## src/rtl/trng_pkg.sv

```systemverilog
// Shared types for the TRNG byte transmitter: TX handshake states and byte width.
package trng_pkg;
    localparam int BYTE_W = 8;

    typedef enum logic [1:0] {
        IDLE,
        SETUP,
        STROBE,
        RELEASE
    } tx_state_e;
endpackage

```

## src/rtl/trng_fifo.sv

```systemverilog
// Synchronous byte FIFO; a pop on a full FIFO frees the slot for a same-cycle push.
module trng_fifo #(
    parameter int DEPTH = 4,
    parameter int W     = 8
) (
    input  logic                         clk,
    input  logic                         rst,
    input  logic                         push,
    input  logic                         pop,
    input  logic [W-1:0]                 din,
    output logic [W-1:0]                 dout,
    output logic                         full,
    output logic                         empty,
    output logic [$clog2(DEPTH+1)-1:0]   count
);
    localparam int AW = $clog2(DEPTH);
    localparam int CW = $clog2(DEPTH+1);

    logic [W-1:0]  mem_q [DEPTH];
    logic [AW-1:0] wr_q, wr_d, rd_q, rd_d;
    logic [CW-1:0] count_q, count_d;
    logic          do_push, do_pop;

    always_comb begin
        empty   = (count_q == '0);
        full    = (count_q == CW'(DEPTH));
        do_pop  = pop && !empty;
        do_push = push && (!full || do_pop);
        wr_d    = wr_q + AW'(do_push);
        rd_d    = rd_q + AW'(do_pop);
        count_d = count_q + CW'(do_push) - CW'(do_pop);
        dout    = mem_q[rd_q];
        count   = count_q;
    end

    always_ff @(posedge clk or posedge rst) begin
        if (rst) begin
            wr_q    <= '0;
            rd_q    <= '0;
            count_q <= '0;
        end else begin
            wr_q    <= wr_d;
            rd_q    <= rd_d;
            count_q <= count_d;
        end
    end

    // Storage needs no reset: the pointers define which entries are valid.
    always_ff @(posedge clk) begin
        if (do_push) mem_q[wr_q] <= din;
    end
endmodule

```

## src/rtl/trng_byte_tx.sv

```systemverilog
// Samples RO outputs, XOR-folds and von Neumann-debiases them, packs bytes and
// sends them to the MCU over a 4-phase strobe/ack handshake.
module trng_byte_tx import trng_pkg::*; #(
    parameter int N          = 10,
    parameter int SAMPLE_DIV = 8,
    parameter int FIFO_DEPTH = 4
) (
    input  logic                              CLK,
    input  logic                              RST,
    input  logic [N-1:0]                      RO_IN,
    input  logic                              EN,
    output logic [BYTE_W-1:0]                 CM_OUT,
    output logic                              CM_STB,
    input  logic                              CM_ACK,
    output logic [$clog2(FIFO_DEPTH+1)-1:0]   FIFO_CNT,
    output logic                              OVERFLOW
);
    localparam int DIV_W = (SAMPLE_DIV > 1) ? $clog2(SAMPLE_DIV) : 1;

    logic [N-1:0]      ro_s1_q, ro_s2_q;
    logic              ack_s1_q, ack_s2_q;
    logic [DIV_W-1:0]  div_q, div_d;
    logic              have_q, have_d, held_q, held_d;
    logic [BYTE_W-1:0] sr_q, sr_d, byte_nxt;
    logic [2:0]        pcnt_q, pcnt_d;
    logic              ovf_q, ovf_d;
    logic              sample, raw, emit, push, pop;
    logic              fifo_full, fifo_empty;
    logic [BYTE_W-1:0] fifo_dout;
    tx_state_e         state_q;
    logic [BYTE_W-1:0] cm_out_q;
    logic              cm_stb_q;

    always_comb begin
        sample   = EN && (div_q == DIV_W'(SAMPLE_DIV-1));
        raw      = ^ro_s2_q;
        emit     = sample && have_q && (held_q != raw);
        byte_nxt = {sr_q[BYTE_W-2:0], held_q};
        push     = emit && (pcnt_q == 3'd7);
        pop      = (state_q == IDLE) && !fifo_empty;
        div_d    = sample ? '0 : div_q + DIV_W'(1);
        have_d   = sample ? !have_q : have_q;
        held_d   = (sample && !have_q) ? raw : held_q;
        sr_d     = emit ? byte_nxt : sr_q;
        pcnt_d   = emit ? pcnt_q + 3'd1 : pcnt_q;
        // Disabling collection discards any partial sample/pair/byte state.
        if (!EN) begin
            div_d  = '0;
            have_d = 1'b0;
            held_d = 1'b0;
            sr_d   = '0;
            pcnt_d = '0;
        end
        ovf_d    = ovf_q || (push && fifo_full && !pop);
    end

    always_ff @(posedge CLK or posedge RST) begin
        if (RST) begin
            ro_s1_q  <= '0;
            ro_s2_q  <= '0;
            ack_s1_q <= 1'b0;
            ack_s2_q <= 1'b0;
            div_q    <= '0;
            have_q   <= 1'b0;
            held_q   <= 1'b0;
            sr_q     <= '0;
            pcnt_q   <= '0;
            ovf_q    <= 1'b0;
        end else begin
            ro_s1_q  <= RO_IN;
            ro_s2_q  <= ro_s1_q;
            ack_s1_q <= CM_ACK;
            ack_s2_q <= ack_s1_q;
            div_q    <= div_d;
            have_q   <= have_d;
            held_q   <= held_d;
            sr_q     <= sr_d;
            pcnt_q   <= pcnt_d;
            ovf_q    <= ovf_d;
        end
    end

    trng_fifo #(.DEPTH(FIFO_DEPTH), .W(BYTE_W)) u_fifo (
        .clk   (CLK),
        .rst   (RST),
        .push  (push),
        .pop   (pop),
        .din   (byte_nxt),
        .dout  (fifo_dout),
        .full  (fifo_full),
        .empty (fifo_empty),
        .count (FIFO_CNT)
    );

    // CM_OUT is loaded when leaving IDLE and held until the next byte is popped.
    always_ff @(posedge CLK or posedge RST) begin
        if (RST) begin
            state_q  <= IDLE;
            cm_out_q <= '0;
            cm_stb_q <= 1'b0;
        end else begin
            case (state_q)
                IDLE: if (!fifo_empty) begin
                    cm_out_q <= fifo_dout;
                    state_q  <= SETUP;
                end
                SETUP: begin
                    cm_stb_q <= 1'b1;
                    state_q  <= STROBE;
                end
                STROBE: if (ack_s2_q) begin
                    cm_stb_q <= 1'b0;
                    state_q  <= RELEASE;
                end
                RELEASE: if (!ack_s2_q) state_q <= IDLE;
                default: state_q <= IDLE;
            endcase
        end
    end

    assign CM_OUT   = cm_out_q;
    assign CM_STB   = cm_stb_q;
    assign OVERFLOW = ovf_q;
endmodule
```

## config.mk

```make
export PLATFORM = sky130hd
export DESIGN_NAME = trng_byte_tx
export DESIGN_NICKNAME = d
export VERILOG_FILES = /design/src/rtl/trng_pkg.sv /design/src/rtl/trng_fifo.sv /design/src/rtl/trng_byte_tx.sv
export SDC_FILE = /design/constraint.sdc
export NUM_CORES = 1
export LEC_CHECK = 0
export ABC_AREA = 1
export CORE_MARGIN = 5
export CORE_UTILIZATION = 52
export CTS_BUF_LIST = sky130_fd_sc_hd__clkbuf_16
export DETAILED_ROUTE_END_ITERATION = 10
export PLACE_DENSITY = 0.75
export SYNTH_ARGS = -nofsm -noshare
export SYNTH_HDL_FRONTEND = slang
export SYNTH_SLANG_ARGS = --single-unit
```

## constraint.sdc

```tcl
create_clock -name CLK -period 2.39 [get_ports CLK]
set_input_delay 0.478 -clock CLK [delete_from_list [all_inputs] [get_ports CLK]]
set_output_delay 0.478 -clock CLK [all_outputs]
set_load 0.02 [all_outputs]
```

# Yosys cells after proc, flatten, opt, wreduce, memory -nomap -nowiden
# Memories as Yosys holds them, arrays and structs flattened. A register that Yosys moved wholly into a read port is not among the register bits.
# Index checks and enable logic that the tools add are counted.
[op_classes]
order_cmp = 0
n_mux = 18
div = 0
n_mul = 0
n_shift = 0
bitwise_logic = 1
n_eq_ne = 13
n_addsub = 6
n_reduce_logical = 23
[op_table]
columns = ["cell", "count"]
rows = [
  ["$mux 7", 2],
  ["$mux 3", 4],
  ["$logic_and 1x1->1", 10],
  ["$reduce_xor 10->1", 1],
  ["$eq 3x3->1 const B", 3],
  ["$pmux 2 s4", 1],
  ["$mux 1", 7],
  ["$add 3x1->3 const B", 2],
  ["$mux 2", 3],
  ["$ne 2x1->1 const B", 3],
  ["$ne 2x2->1 const B", 3],
  ["$add 2x1->2", 2],
  ["$eq 2x2->1 const B", 2],
  ["$logic_not 1->1", 4],
  ["$reduce_and 2->1", 2],
  ["$add 3x1->3", 1],
  ["$logic_not 3->1", 1],
  ["$reduce_and 3->1", 1],
  ["$sub 3x1->3", 1],
  ["$eq 2x1->1 const B", 1],
  ["$logic_not 2->1", 1],
  ["$logic_or 1x1->1", 2],
  ["$pmux 1 s2", 1],
  ["$reduce_bool 2->1", 1],
  ["2 further kinds", 2],
]
[totals]
ff_bits = 48
ram_bits = 32
out_inout_bits = 13
latchBits = 0
n_memories = 1
inputBits = 14
rom_bits = 0
[memory_table]
columns = ["name", "words", "word_bits", "read_ports", "rd_ports_with_merged_regs", "wr", "line_no", "source"]
rows = [
  ["u_fifo.mem_q", 4, 8, 1, 1, 1, "trng_fifo.sv:19", "logic [W-1:0] mem_q [DEPTH];"],
]

# Logic depth before layout (Yosys ltp)
[depth]
ltp_word = 8
ltp_mapped = 16
ltp_nobuf = 16

# By module
# Synthesis repeated with hierarchy kept, for this count alone.
[hier_totals]
hier_cells = 360
area_unflattened_um2 = 3776.1
[modules_own_cells]
columns = ["module", "area_per_inst_um2", "n_inst", "cells_each"]
rows = [
  ["trng_byte_tx", 2122.0, 1, 224],
  ["trng_fifo", 1654.1, 1, 136],
]

# Least setup slack after synthesis
# No wires, ideal clock.
[synth_timing]
path_kind = "register -> register"
start = "register state_q[0]"
end = "register u_fifo.count_q[2] (netlist: u_fifo.count[2])"
path_slack_ns = -0.023
t_required_ns = 2.268
setup_time_ns = 0.122
arrival_time_ns = 2.291
stages_incl_launch_ff = 11
cell_sequence = "dfrtp_1 inv_1 ha_1 a21boi_1 buf_2 ha_1 inv_1 ha_1 inv_1 fa_1 xor2_1"
[synth_between]
elab_chain_cells = 7
[synth_lines]
columns = ["item", "line_no", "source"]
rows = [
  ["from (decl)", "trng_byte_tx.sv:30", "tx_state_e state_q;"],
  ["from (signal assigned)", "trng_byte_tx.sv:98", "state_q <= IDLE;"],
  ["from (signal assigned)", "trng_byte_tx.sv:105", "state_q <= SETUP;"],
  ["from (signal assigned)", "trng_byte_tx.sv:109", "state_q <= STROBE;"],
  ["$logic_not 2->1 *", "trng_byte_tx.sv:40", "pop = (state_q == IDLE) && !fifo_empty;"],
  ["$logic_and 1x1->1 *", "trng_byte_tx.sv:40", ""],
  ["net pop", "trng_byte_tx.sv:27", "logic sample, raw, emit, push, pop;"],
  ["$logic_and 1x1->1 *", "trng_fifo.sv:27", "do_pop = pop && !empty;"],
  ["$logic_or 1x1->1", "trng_fifo.sv:28", "do_push = push && (!full || do_pop);"],
  ["$logic_and 1x1->1", "trng_fifo.sv:28", ""],
  ["$add 3x1->3", "trng_fifo.sv:31", "count_d = count_q + CW'(do_push) - CW'(do_pop);"],
  ["$sub 3x1->3 *", "trng_fifo.sv:31", ""],
  ["net u_fifo.count_d[2]", "trng_fifo.sv:21", "logic [CW-1:0] count_q, count_d;"],
  ["to (signal assigned)", "trng_fifo.sv:44", "count_q <= count_d;"],
  ["to (decl)", "trng_fifo.sv:21", ""],
]
# The timed path passes the listed nets; every way through them passes the cells marked *.
# A chain may end at the register's enable or synchronous reset.

# Worst setup path in the final report
[layout_timing]
start = "register ro_s2_q[0]"
end = "register u_fifo.count_q[2] (netlist: u_fifo.count[2])"
[layout_between]
elab_chain_cells = 7
[layout_lines]
columns = ["item", "line_no", "source"]
rows = [
  ["from (decl)", "trng_byte_tx.sv:20", "logic [N-1:0] ro_s1_q, ro_s2_q;"],
  ["from (signal assigned)", "trng_byte_tx.sv:71", "ro_s2_q <= ro_s1_q;"],
  ["$reduce_xor 10->1", "trng_byte_tx.sv:36", "raw = ^ro_s2_q;"],
  ["$ne 1x1->1", "trng_byte_tx.sv:37", "emit = sample && have_q && (held_q != raw);"],
  ["$logic_and 1x1->1", "trng_byte_tx.sv:37", ""],
  ["$logic_and 1x1->1", "trng_byte_tx.sv:39", "push = emit && (pcnt_q == 3'd7);"],
  ["$logic_and 1x1->1", "trng_fifo.sv:28", ""],
  ["$add 3x1->3", "trng_fifo.sv:31", ""],
  ["$sub 3x1->3", "trng_fifo.sv:31", ""],
  ["net u_fifo.count_d[2]", "trng_fifo.sv:21", ""],
]
# The timed path passes the listed nets, and every way through them passes these cells.

==> metrics <==
share of the synthesized area in the top cell type 38.6%; Final Cell Area 0.00435 mm²; Syn Inst Count 328; core area 0.00679 mm²; Final setup viols 0; I/O pins 27; crit path kind register to register; CP startpoint ro_s2_q[0]; VDD IR max 0.000527 V; Initial Utilization 53.4%; final WL 5700 µm; Die Y-Extent 93.5 µm; FILL cells 514; clock root buffer clkbuf_16; setup_tns 0 ns; register area share after synthesis 65.1%; Post-synth top flop dfrtp_1; top post-synthesis cells by area dfrtp_1 (39%), edfxtp_1 (26%), nand2_1 (6.7%), nor2_1 (5.3%), ha_1 (4.5%); worst-path fanout max 7; status completed; sw frac 20.9%; Seq cells post-synth 88; flip-flop and latch area 0.00236 mm²; worst r2r dst u_fifo.count[2]; top cell type by total area after synthesis dfrtp_1; Final min period 2.16 ns; vias in the first global route 2135; synth cell count leaders nand2_1 (65), dfrtp_1 (56), nor2_1 (51); Iteration-0 DRC Markers 60; I/O Buffers 26; most frequent cell after synthesis nand2_1; crit path cell chain inv_1 -> nand2_1 -> nand2_1 -> nand2_1 -> nand2_1 -> nand2_2 -> nand3_1 -> nand3_2 -> nand2_4 -> nand4_2 -> inv_1 -> ha_1 -> inv_1 -> fa_1 -> xor2_1; switching power 0.647 mW; Ys Warns 0; CP Capture Point u_fifo.count[2]; fin. max-slew vios 0; GRT Residual Overflow 0; power share of the sequential group 51.4%; Worst setup SP type register; Int Pwr 2.44 mW; Comb pwr share 3.7%; Distinct cells, synth 29; CP required 2.61 ns; CTS tree built; Reg clk slew, reported paths 0.06 ns; Arr. time, crit path 2.38 ns; GP Congestion 0.756; DRC 0; pwr/cell area 711 mW/mm²; Setup crit end kind register; MaxCap Viol Count 0; Worst R2R Path Depth 15; power share of the clock group 44.9%; row count 30; Slew headroom 61.6%; multi-input gate area in the final layout 0.00109 mm²; vias 2250; # clock sinks 88; first-pass GRT wire length 9730 µm; post-route ant nets 0; slowest stage delay, CP 0.39 ns; Syn Nets 356; htree depth 3; vias per inst 4.80; ys async rst share 63.6%; clock skew 0.00532 ns; Clock Latency Late Sink 0.33 ns; Slew @ Worst Pin 0.576 ns; Min-Delay Path Class register to register; synthesized area 0.00363 mm²; die width 93.5 µm; NumNets Final 396; leakage power 2.08 nW; Routed WL per cell 12.2 µm; CTS buffer count 9; diode count 0; largest net degree at the start of global routing 26; placed instance area 0.00404 mm²; Placed Instances 453; EDFF count, synth 32; fmax 0.462 GHz; All-Layer GR Usage 14.6%; estimated wirelength of the detail-placed design 4010 µm; hold path cells 0; setup bufs post-CTS 0; reg2reg start ro_s2_q[0]; crit-path most repeated cell nand2_1; hold-fix buffers at CTS 0; TritonRoute pass-1 iters 4; Non-Filler Instances 469; maximum root-to-sink buffer count 2; Area Overhead vs Synth 19.7%; initial antenna violation count 0; Mapped Avg Cell Area 11.1 µm²; Max stage delay cell, worst path dfrtp_1; R2R Setup Slk 0.23 ns; Die ar. 0.00875 mm²; post_cts resized 0; unrepaired setup endpoints after global routing no; crit share post-route 90.5%; Final Hold Viols 0; layout cell share with drive strength beyond 1 13.7%
## logic make-up after synthesis
| kind of cell | synth area share (%) |
|---|---|
| buffers and inverters | 4.89 |
| AOI/OAI and AO/OA | 5.83 |
| and+or+nand+nor | 17.9 |
| xor gates and xnor gates | 0.965 |
| adders and majority gates | 5.03 |
| muxes | 0.276 |
| DFF | 65.1 |
## cell type report
cell class	instances	share of cell area [%]
Multi-Input combinational cell	198	25.2
Clock buffer	9	5.18
Clock inverter	7	1.79
Sequential cell	88	54.4
Timing Repair Buffer	36	7.72
Tap cell	96	2.76
Inverter	35	3.02
## worst min path at each step
stage,start,end,slack (ns)
final,ro_s1_q[4],ro_s2_q[4],0.35
after global routing,ro_s1_q[2],ro_s2_q[2],0.35
after CTS,ro_s1_q[5],ro_s2_q[5],0.35
after detailed placement,ro_s1_q[5],ro_s2_q[5],0.33
after global placement,ro_s1_q[6],ro_s2_q[6],0.33
after floorplan,ack_s1_q,ack_s2_q,0.33
## sequential cells by signal, summed over array words and instances, names as in the netlist
name and cells:
pcnt_q 3, CM_OUT 8, CM_STB 1, state_q 2
ro_s1_q 10, u_fifo.wr_q 2, have_q 1, ack_s2_q 1
OVERFLOW 1, div_q 3, ro_s2_q 10, ack_s1_q 1
held_q 1, u_fifo.rd_q 2, u_fifo.mem_q 32, u_fifo.count 3
sr_q 7
## power by group through the flow
stage	Sequential [mW]	Clock (mW)	Combinational [mW]
3_3_place_gp	1.62	0	0.111
4_1_cts	1.59	1.42	0.117
6_report	1.59	1.39	0.113
2_1_floorplan	1.62	0	0.0750
5_1_grt	1.59	1.50	0.129
3_5_place_dp	1.62	0	0.116
## worst max-delay path, delay by kind of cell, from the launching register on
family	cells	cell delay, ns
adders and majority gates	2	0.51
xor gates and xnor gates	1	0.17
buffers and inverters	3	0.23
DFF	1	0.39
and+or+nand+nor	9	0.74
## metrics by stage
| stage | hold slack [ns] | util [%] | setup WS (ns) | power, mW |
|---|---|---|---|---|
| 2_1_floorplan | 0.331 | - | 0.115 | 1.69 |
| 3_3_place_gp | 0.332 | 59.5 | 0.0745 | 1.73 |
| 3_5_place_dp | 0.335 | 59.5 | 0.0193 | 1.73 |
| 4_1_cts | 0.349 | 64.0 | 0.195 | 3.13 |
| 5_1_grt | 0.354 | 64.0 | 0.00186 | 3.22 |
| 6_report | 0.348 | 64.0 | 0.226 | 3.09 |
## layer usage
metal | vias to the layer above | wire length [µm] | track usage [%]
met5 | - | 0 | 0
met4 | 0 | 48 | 5.42
met3 | 4 | 194 | 4.10
met2 | 38 | 2950 | 25.1
met1 | 1058 | 2500 | 17.3
li1 | 1150 | - | -
## cell usage in the layout, fill, tap and decap left out, types with 2 or more instances in the layout
master	instances
inv_2	3
nand3_1	7
xor2_1	3
or2_2	2
nand2_4	2
nand4_1	2
o21ai_0	17
inv_1	32
dfrtp_1	56
edfxtp_1	32
nand2_1	65
clkbuf_16	9
buf_4	10
clkinvlp_4	2
inv_6	2
a21oi_1	2
ha_1	13
nand3_2	6
nand2_2	4
o21ai_2	6
a31oi_1	8
clkdlybuf4s50_1	26
nor2_1	51
nor3_1	3
Power figures use the tool's default switching activity.
